`src/rtl/pipe_ctrl.sv`:
```
// Pipeline sequencing controller: en/clr for the four inter-stage buffers plus PC enable.
// Optional event counters are compiled in when PIPE_CTRL_STATS_EN is defined.
module pipe_ctrl #(
  parameter int MEM_LAT = 1
) (
  input  logic        clk,
  input  logic        rst_n,
  input  logic [4:0]  id_r1_pos,
  input  logic [4:0]  id_r2_pos,
  input  logic        id_r1_used,
  input  logic        id_r2_used,
  input  logic        ex_is_load,
  input  logic [4:0]  ex_dst,
  input  logic        ex_branch_taken,
  input  logic        mem_req,
  input  logic        wb_halt,
  input  logic        resume,
  output logic        pc_en,
  output logic        ifid_en,
  output logic        ifid_clr,
  output logic        idex_en,
  output logic        idex_clr,
  output logic        exmem_en,
  output logic        exmem_clr,
  output logic        memwb_en,
  output logic        memwb_clr,
`ifdef PIPE_CTRL_STATS_EN
  output logic [31:0] stat_cycles,
  output logic [31:0] stat_stalls,
  output logic [31:0] stat_flushes,
`endif
  output logic        halted
);

  typedef enum logic [1:0] {RUN, WAIT, HALT} state_t;

  // WAIT lasts MEM_LAT-2 cycles; the RUN cycle that sees mem_req is the first frozen one.
  localparam int         WLOAD_I = (MEM_LAT > 2) ? MEM_LAT - 2 : 0;
  localparam logic [3:0] WLOAD   = WLOAD_I[3:0];

  state_t     state_q;
  logic [3:0] wcnt_q;
  logic       mem_done_q;
  logic       halted_q;

  logic load_use;
  logic mem_start;
  logic mem_stall;
  logic active;
  logic br_eff;
  logic lu_eff;

  assign load_use  = ex_is_load && (ex_dst != 5'd0) &&
                     ((id_r1_used && (id_r1_pos == ex_dst)) ||
                      (id_r2_used && (id_r2_pos == ex_dst)));
  assign mem_start = (state_q == RUN) && mem_req && (MEM_LAT > 1) && !mem_done_q;
  assign mem_stall = (state_q == WAIT) || mem_start;
  assign active    = (state_q != HALT);
  assign br_eff    = active && !mem_stall && ex_branch_taken;
  assign lu_eff    = active && !mem_stall && !ex_branch_taken && load_use;
  assign halted    = halted_q;

  always_comb begin
    pc_en     = 1'b0;
    ifid_en   = 1'b0;
    ifid_clr  = 1'b0;
    idex_en   = 1'b0;
    idex_clr  = 1'b0;
    exmem_en  = 1'b0;
    exmem_clr = 1'b0;
    memwb_en  = 1'b0;
    memwb_clr = 1'b0;
    if (rst_n && active) begin
      if (mem_stall) begin
        memwb_en  = 1'b1;
        memwb_clr = 1'b1;
      end else if (br_eff) begin
        pc_en    = 1'b1;
        ifid_en  = 1'b1;
        ifid_clr = 1'b1;
        idex_en  = 1'b1;
        idex_clr = 1'b1;
        exmem_en = 1'b1;
        memwb_en = 1'b1;
      end else if (lu_eff) begin
        idex_en  = 1'b1;
        idex_clr = 1'b1;
        exmem_en = 1'b1;
        memwb_en = 1'b1;
      end else begin
        pc_en    = 1'b1;
        ifid_en  = 1'b1;
        idex_en  = 1'b1;
        exmem_en = 1'b1;
        memwb_en = 1'b1;
      end
    end
  end

  always_ff @(posedge clk or negedge rst_n) begin
    if (!rst_n) begin
      state_q    <= RUN;
      wcnt_q     <= 4'd0;
      mem_done_q <= 1'b0;
      halted_q   <= 1'b0;
    end else begin
      mem_done_q <= 1'b0;
      case (state_q)
        RUN: begin
          if (wb_halt) begin
            state_q  <= HALT;
            halted_q <= 1'b1;
          end else if (mem_start) begin
            // A two-cycle access needs no WAIT: the next RUN cycle already advances.
            if (MEM_LAT == 2) begin
              mem_done_q <= 1'b1;
            end else begin
              state_q <= WAIT;
              wcnt_q  <= WLOAD;
            end
          end
        end
        WAIT: begin
          wcnt_q <= wcnt_q - 4'd1;
          if (wcnt_q == 4'd1) begin
            state_q    <= RUN;
            mem_done_q <= 1'b1;
          end
        end
        HALT: begin
          if (resume) begin
            state_q  <= RUN;
            halted_q <= 1'b0;
          end
        end
        default: state_q <= RUN;
      endcase
    end
  end

`ifdef PIPE_CTRL_STATS_EN
  logic [31:0] stat_cycles_q;
  logic [31:0] stat_stalls_q;
  logic [31:0] stat_flushes_q;

  always_ff @(posedge clk or negedge rst_n) begin
    if (!rst_n) begin
      stat_cycles_q  <= 32'd0;
      stat_stalls_q  <= 32'd0;
      stat_flushes_q <= 32'd0;
    end else begin
      if (active)
        stat_cycles_q <= stat_cycles_q + 32'd1;
      if ((state_q == WAIT) || lu_eff)
        stat_stalls_q <= stat_stalls_q + 32'd1;
      if (br_eff)
        stat_flushes_q <= stat_flushes_q + 32'd1;
    end
  end

  assign stat_cycles  = stat_cycles_q;
  assign stat_stalls  = stat_stalls_q;
  assign stat_flushes = stat_flushes_q;
`endif

endmodule

```
`config.mk`:
```
export PLATFORM = sky130hd
export DESIGN_NAME = pipe_ctrl
export DESIGN_NICKNAME = d
export VERILOG_FILES = /design/src/rtl/pipe_ctrl.sv
export SDC_FILE = /design/constraint.sdc
export NUM_CORES = 1
export LEC_CHECK = 0
export ABC_AREA = 1
export CAP_MARGIN = 20
export CORE_AREA = 2 2 39 41
export CTS_BUF_LIST = sky130_fd_sc_hd__clkbuf_8
export DETAILED_ROUTE_END_ITERATION = 6
export DIE_AREA = 0 0 41 43
export DONT_BUFFER_PORTS = 1
export GPL_TIMING_DRIVEN = 0
export PLACE_DENSITY = 0.49
export SETUP_SLACK_MARGIN = 0.1
export SYNTH_ARGS = -nofsm -noshare
export SYNTH_HDL_FRONTEND = slang
export SYNTH_SLANG_ARGS = --single-unit
```
`constraint.sdc`:
```
create_clock -name clk -period 2.5 [get_ports clk]
set_input_delay 0.5 -clock clk [delete_from_list [all_inputs] [get_ports clk]]
set_output_delay 0.5 -clock clk [all_outputs]
set_load 0.005 [all_outputs]
```
==> results.tsv, run 1 <==
stage	metric	value	unit
grt	grt_pass1_wl	1117	um
synthesis	yosys_warnings	0	
grt	overflow	0	
synthesis	ys_async_sr_fraction	100.0	%
floorplanning	die-area	1763	um^2
synthesis	synth_area_leaders	nand2_1 (35%), inv_1 (12%), buf_4 (11%)	
worst_hold_path	hold_class	input port to asynchronous set/reset pin	
floorplanning	core-area	1384	um^2
clock_tree	postCtsSetupBuffers	0	
setup_path	crit_path_end_kind	output pin	
pwr	finalPower	73.60	uW
status	outcome	complete, no violations	
synthesis	synth_edf_count	0	
setup_path	worst_setup_path_start_kind	input port	
synthesis	synth_area_per_cell	4.521	um^2
route	drt_wl_total	756	um
sta	max_clock_freq	0.5721	GHz
layout	antennaDiodeCount	0	
route	detail_route.iter0.violations	1	
layout	drive_above_1_share	18.42	%
pwr	power_density	202.8	nW/um^2
grt	grt_pass1_vias	306	
sta	finalWorstSetupSlack	0.7521	ns
setup_path	regToRegSetupSlack	1.81	ns
setup_path	path_cells	nor2_1 > nand4_1 > nand3_1 > clkinv_1 > a21oi_1 > buf_4	
setup_path	critical-path-top-delay-family	simple AND/OR/NAND/NOR gates	
sta	drv_slew	0	
clock_tree	clkSlewWorstSetupHoldPaths	0	ns
synthesis	netlist_instances	75	
layout	largest_reg_flops	1	
synthesis	synth_seq_area_share	7.380	%
sta	fin_skew	0	ns
layout	reg.largest.list	state_q x1	
layout	regMostFlops	state_q	
setup_path	critical_path_required	2.00	ns
setup_path	cp_num_buf_inv	2	
synthesis	yosys.area.top_type	nand2_1	
pwr	leakage	0.2627	nW
placement	portBuffers	0	
clock_tree	holdBufCountCts	0	
synthesis	yosysUniqueCellTypes	14	
setup_path	path_class	input port to output pin	
setup_path	critPathMaxStageDelay	0.25	ns
setup_path	critPathMaxFanout	4	
sta	final.setup.tns	0	ns
floorplanning	rows	14	
layout	final_net_count	102	
route	drt_pass1_iterations	2	
synthesis	yosysMostFrequentCell	nand2_1	
setup_path	cp_slowest_cell	a21oi_1	
floorplanning	die_h	43	um
floorplanning	io_pins	34	
placement	place_congestion	0.6438	
synthesis	ys_dominant_reg_cell	dfrtp_1	
placement	dpl.cell_count	92	
synthesis	synth-seq-cells	1	
placement	dp_slack	0.7132	ns
route	post-route-drc-count	0	
grt	grt_usage	8.509	%
layout	area_growth	7.011	%
sta	holdWs	0.2044	ns
grt	grt_max_degree	6	
route	viasPerCell	4.120	
placement	dp_hpwl	721.1	um
sta	min_period_over_period	69.91	%
flow_run	cap_violations	0	
route	wire_per_inst	8.217	um
sta	finalHoldViolCount	0	
synthesis	ys_top_cells_by_count	nand2_1 (32), inv_1 (11), nor2_1 (8)	
sta	rsz0062_at_grt	no	
sta	finalCriticalPeriod	1.748	ns
setup_path	cp.arrival	1.25	ns
grt	antenna_found_initial	0	
floorplanning	initial_utilization	24.50	%
synthesis	syn_area	339.1	um^2
layout	finalNonFillerCells	92	
route	vias	379	
synthesis	yosysTopAreaCellShare	35.42	%
clock_tree	cts_resized	0	
floorplanning	die_w	41	um
sta	setup_viol	0	
pwr	peakVddDrop	0.1163	mV
route	ant_nets	0	
clock_tree	insertion_delay	0	ns
==> final cells by class <==
cell class,count,area (um^2)
fill,158,1021
buffer,5,37.54
tap,16,20.02
inverter,18,67.56
sequential,1,25.02
multi-input combinational,52,212.7
==> cell families after synthesis <==
family / synth area share [%]
DFF: 7.379
AOI/OAI and AO/OA: 2.949
buffers and inverters: 31.00
and+or+nand+nor: 57.57
other: 1.106
==> metal layers <==
layer	up-vias	global-route usage, %	part of all wire (%)
li1	212	-	-
met1	150	8.917	38
met2	17	17.19	51
met3	0	1.047	10
met4	0	0	0
met5	-	0	0
==> power by group <==
group	internal (mW)	switching (mW)
clock network	0	0
registers	0.0189	0.00237
logic	0.0229	0.0294
==> final timing paths <==
path / to / from / cells after the start
min reg2reg: state_q[1]$_DFFE_PN0P_ / state_q[1]$_DFFE_PN0P_ / 2
max: pc_en / ex_dst[0] / 6
min in group clk: state_q[1]$_DFFE_PN0P_ / resume / 1
max in group asynchronous: state_q[1]$_DFFE_PN0P_ / rst_n / 0
min: state_q[1]$_DFFE_PN0P_ / rst_n / 0
max reg2reg: state_q[1]$_DFFE_PN0P_ / state_q[1]$_DFFE_PN0P_ / 3
==> cell usage in the layout, fill, tap and decap left out, drive strengths merged <==
cell type  count
a21oi          1
buf            5
clkinv         1
conb           2
dfrtp          1
inv           17
nand2         33
nand3          4
nand4          1
nor2          10
o21ai          1
==> through the flow <==
| stage | cell area [um^2] | util [%] |
|---|---|---|
| global placement | 362.8 | 26.22 |
| global route | 362.8 | 26.22 |
| CTS | 362.8 | 26.22 |
| finish | 362.8 | 26.22 |
| floorplan | 342.8 | - |
| detailed placement | 362.8 | 26.22 |
(Power assumes the default switching activity.)
==> run 2, diff against run 1 <==
--- a/config.mk
+++ b/config.mk
@@ -13,7 +13,7 @@
 export DIE_AREA = 0 0 41 43
 export DONT_BUFFER_PORTS = 1
 export GPL_TIMING_DRIVEN = 0
-export PLACE_DENSITY = 0.49
+export PLACE_DENSITY = 0.5
 export SETUP_SLACK_MARGIN = 0.1
 export SYNTH_ARGS = -nofsm -noshare
 export SYNTH_HDL_FRONTEND = slang
==> constraint.sdc (replaced) <==
create_clock -name clk -period 1.5 [get_ports clk]
set_input_delay 0.3 -clock clk [delete_from_list [all_inputs] [get_ports clk]]
set_output_delay 0.3 -clock clk [all_outputs]
set_load 0.005 [all_outputs]
==> run 2 against run 1 <==
Clock skew unchanged. Register-to-register slack lost 1.0 ns. Hold slack got worse by 0.20 ns. Setup slack lost 0.54 ns. Largest cell class unchanged. Cell count unchanged. Global-route usage is 0.60 points lower. Final area grew 1.0%. Critical path depth is the same.
==> results.tsv, run 2 (synthesis results as in run 1) <==
stage	metric	value	unit
pwr	swShare	42.84	%
sta	fin_skew	0	ns
sta	finalCriticalPeriod	1.292	ns
floorplanning	rows	14	
setup_path	crit_path_end_kind	output pin	
layout	multi_input_area	216.5	um^2
setup_path	r2r_cells	3	
setup_path	reg2reg_from	state_q[1]$_DFFE_PN0P_	
setup_path	cp_slowest_cell	a21oi_2	
route	post-route-drc-count	0	
status	outcome	complete, no violations	
placement	dpl.cell_count	92	
clock_tree	holdBufCountCts	0	
floorplanning	die-area	1763	um^2
route	ant_nets	0	
layout	final_common_cell	nand2_1	
pwr	finalPower	122.9	uW
worst_hold_path	hold_class	input port to asynchronous set/reset pin	
setup_path	worst_setup_path_start_kind	input port	
grt	grt_max_degree	6	
clock_tree	postCtsSetupBuffers	0	
sta	min_period_over_period	86.14	%
floorplanning	core-area	1384	um^2
pwr	leakage	0.2625	nW
setup_path	reg2reg_to	state_q[1]$_DFFE_PN0P_	
route	detail_route.iter0.violations	0	
grt	overflow	0	
layout	final_cell_mix	nand2_1 (32), inv_1 (11), nor2_1 (8), inv_2 (6), buf_4 (5)	
pwr	p_seq_share	28.9	%
placement	dp_hpwl	703.2	um
floorplanning	io_pins	34	
sta	drv_slew	0	
setup_path	regToRegSetupSlack	0.81	ns
route	vias	366	
floorplanning	initial_utilization	24.50	%
sta	rsz0062_at_grt	no	
layout	antennaDiodeCount	0	
placement	portBuffers	0	
placement	placed_area	362.8	um^2
route	wire_per_inst	8.043	um
route	viasPerCell	3.978	
pwr	p_sw	52.63	uW
layout	final_area	366.6	um^2
floorplanning	die_h	43	um
pwr	peakVddDrop	0.2149	mV
pwr	p_clk_share	0	%
layout	reg.largest.list	state_q x1	
clock_tree	clkSlewWorstSetupHoldPaths	0	ns
route	drt_wl_total	740	um
layout	drive_above_1_share	19.74	%
placement	place_congestion	0.6289	
setup_path	critical-path-top-delay-family	simple AND/OR/NAND/NOR gates	
grt	antenna_found_initial	0	
setup_path	cp.arrival	0.99	ns
clock_tree	insertion_delay	0	ns
setup_path	path_class	input port to output pin	
setup_path	critical_path_required	1.20	ns
setup_path	critPathMaxFanout	4	
layout	regMostFlops	state_q	
layout	finalNonFillerCells	92	
sta	max_clock_freq	0.7739	GHz
pwr	power_density	335.1	nW/um^2
pwr	combPwrFrac	71.1	%
sta	final.setup.tns	0	ns
layout	area_growth	8.118	%
grt	grt_usage	7.908	%
setup_path	path_cells	nor2_1 > nand4_1 > nand3_1 > clkinv_1 > a21oi_2 > buf_4	
clock_tree	cts_resized	0	
grt	grt_pass1_vias	312	
layout	largest_reg_flops	1	
layout	final_core_util	26.49	%
grt	grt_pass1_wl	1062	um
route	drt_pass1_iterations	1	
floorplanning	die_w	41	um
pwr	intPower	70.23	uW
layout	final_net_count	102	
setup_path	cp_num_buf_inv	2	
layout	seq_area	25.02	um^2
sta	finalHoldViolCount	0	
setup_path	critPathMaxStageDelay	0.19	ns
sta	setup_viol	0	
flow_run	cap_violations	0	
layout	fill_cells	168	
## run 2: worst max path at each step
stage               cells past startpoint  startpoint  endpoint
floorplan                               6   ex_dst[0]     pc_en
global placement                        6   ex_dst[0]     pc_en
detailed placement                      6   ex_dst[0]     pc_en
CTS                                     6   ex_dst[0]     pc_en
global route                            6   ex_dst[0]     pc_en
finish                                  6   ex_dst[0]     pc_en
## run 2: power groups by stage
stage / clock network (mW) / registers (mW) / logic [mW]
floorplan: 0 / 0.0346 / 0.0765
global placement: 0 / 0.0357 / 0.0861
detailed placement: 0 / 0.0357 / 0.0874
CTS: 0 / 0.0357 / 0.0878
global route: 0 / 0.0370 / 0.100
finish: 0 / 0.0356 / 0.0873
## run 2: area by class of cell
cell class / instances / area share, %
Multi-Input combinational cell: 52 / 59.04
Tap cell: 16 / 5.461
Inverter: 18 / 18.43
Buffer: 5 / 10.24
Sequential cell: 1 / 6.826
## run 2: per-layer routing
metal | vias to the layer above | global-route usage (%) | part of all wire [%]
li1 | 211 | - | -
met1 | 137 | 8.280 | 39
met2 | 18 | 15.63 | 48
met3 | 0 | 1.571 | 13
met4 | 0 | 0 | 0
met5 | - | 0 | 0
## run 2: worst register-to-register path, cell delays in order, from the launching register on
cell and delay, ns:
dfrtp_1 0.39, inv_1 0.10, nand2_1 0.06, o21ai_1 0.07
## run 2: stage by stage
step / setup slack (ns) / hold slack, ns
CTS: 0.1269 / 0.004470
global placement: 0.1179 / 0.004471
global route: 0.1100 / 0.004400
finish: 0.2079 / 0.004391
floorplan: 0.2690 / 0.004409
detailed placement: 0.1269 / 0.004471
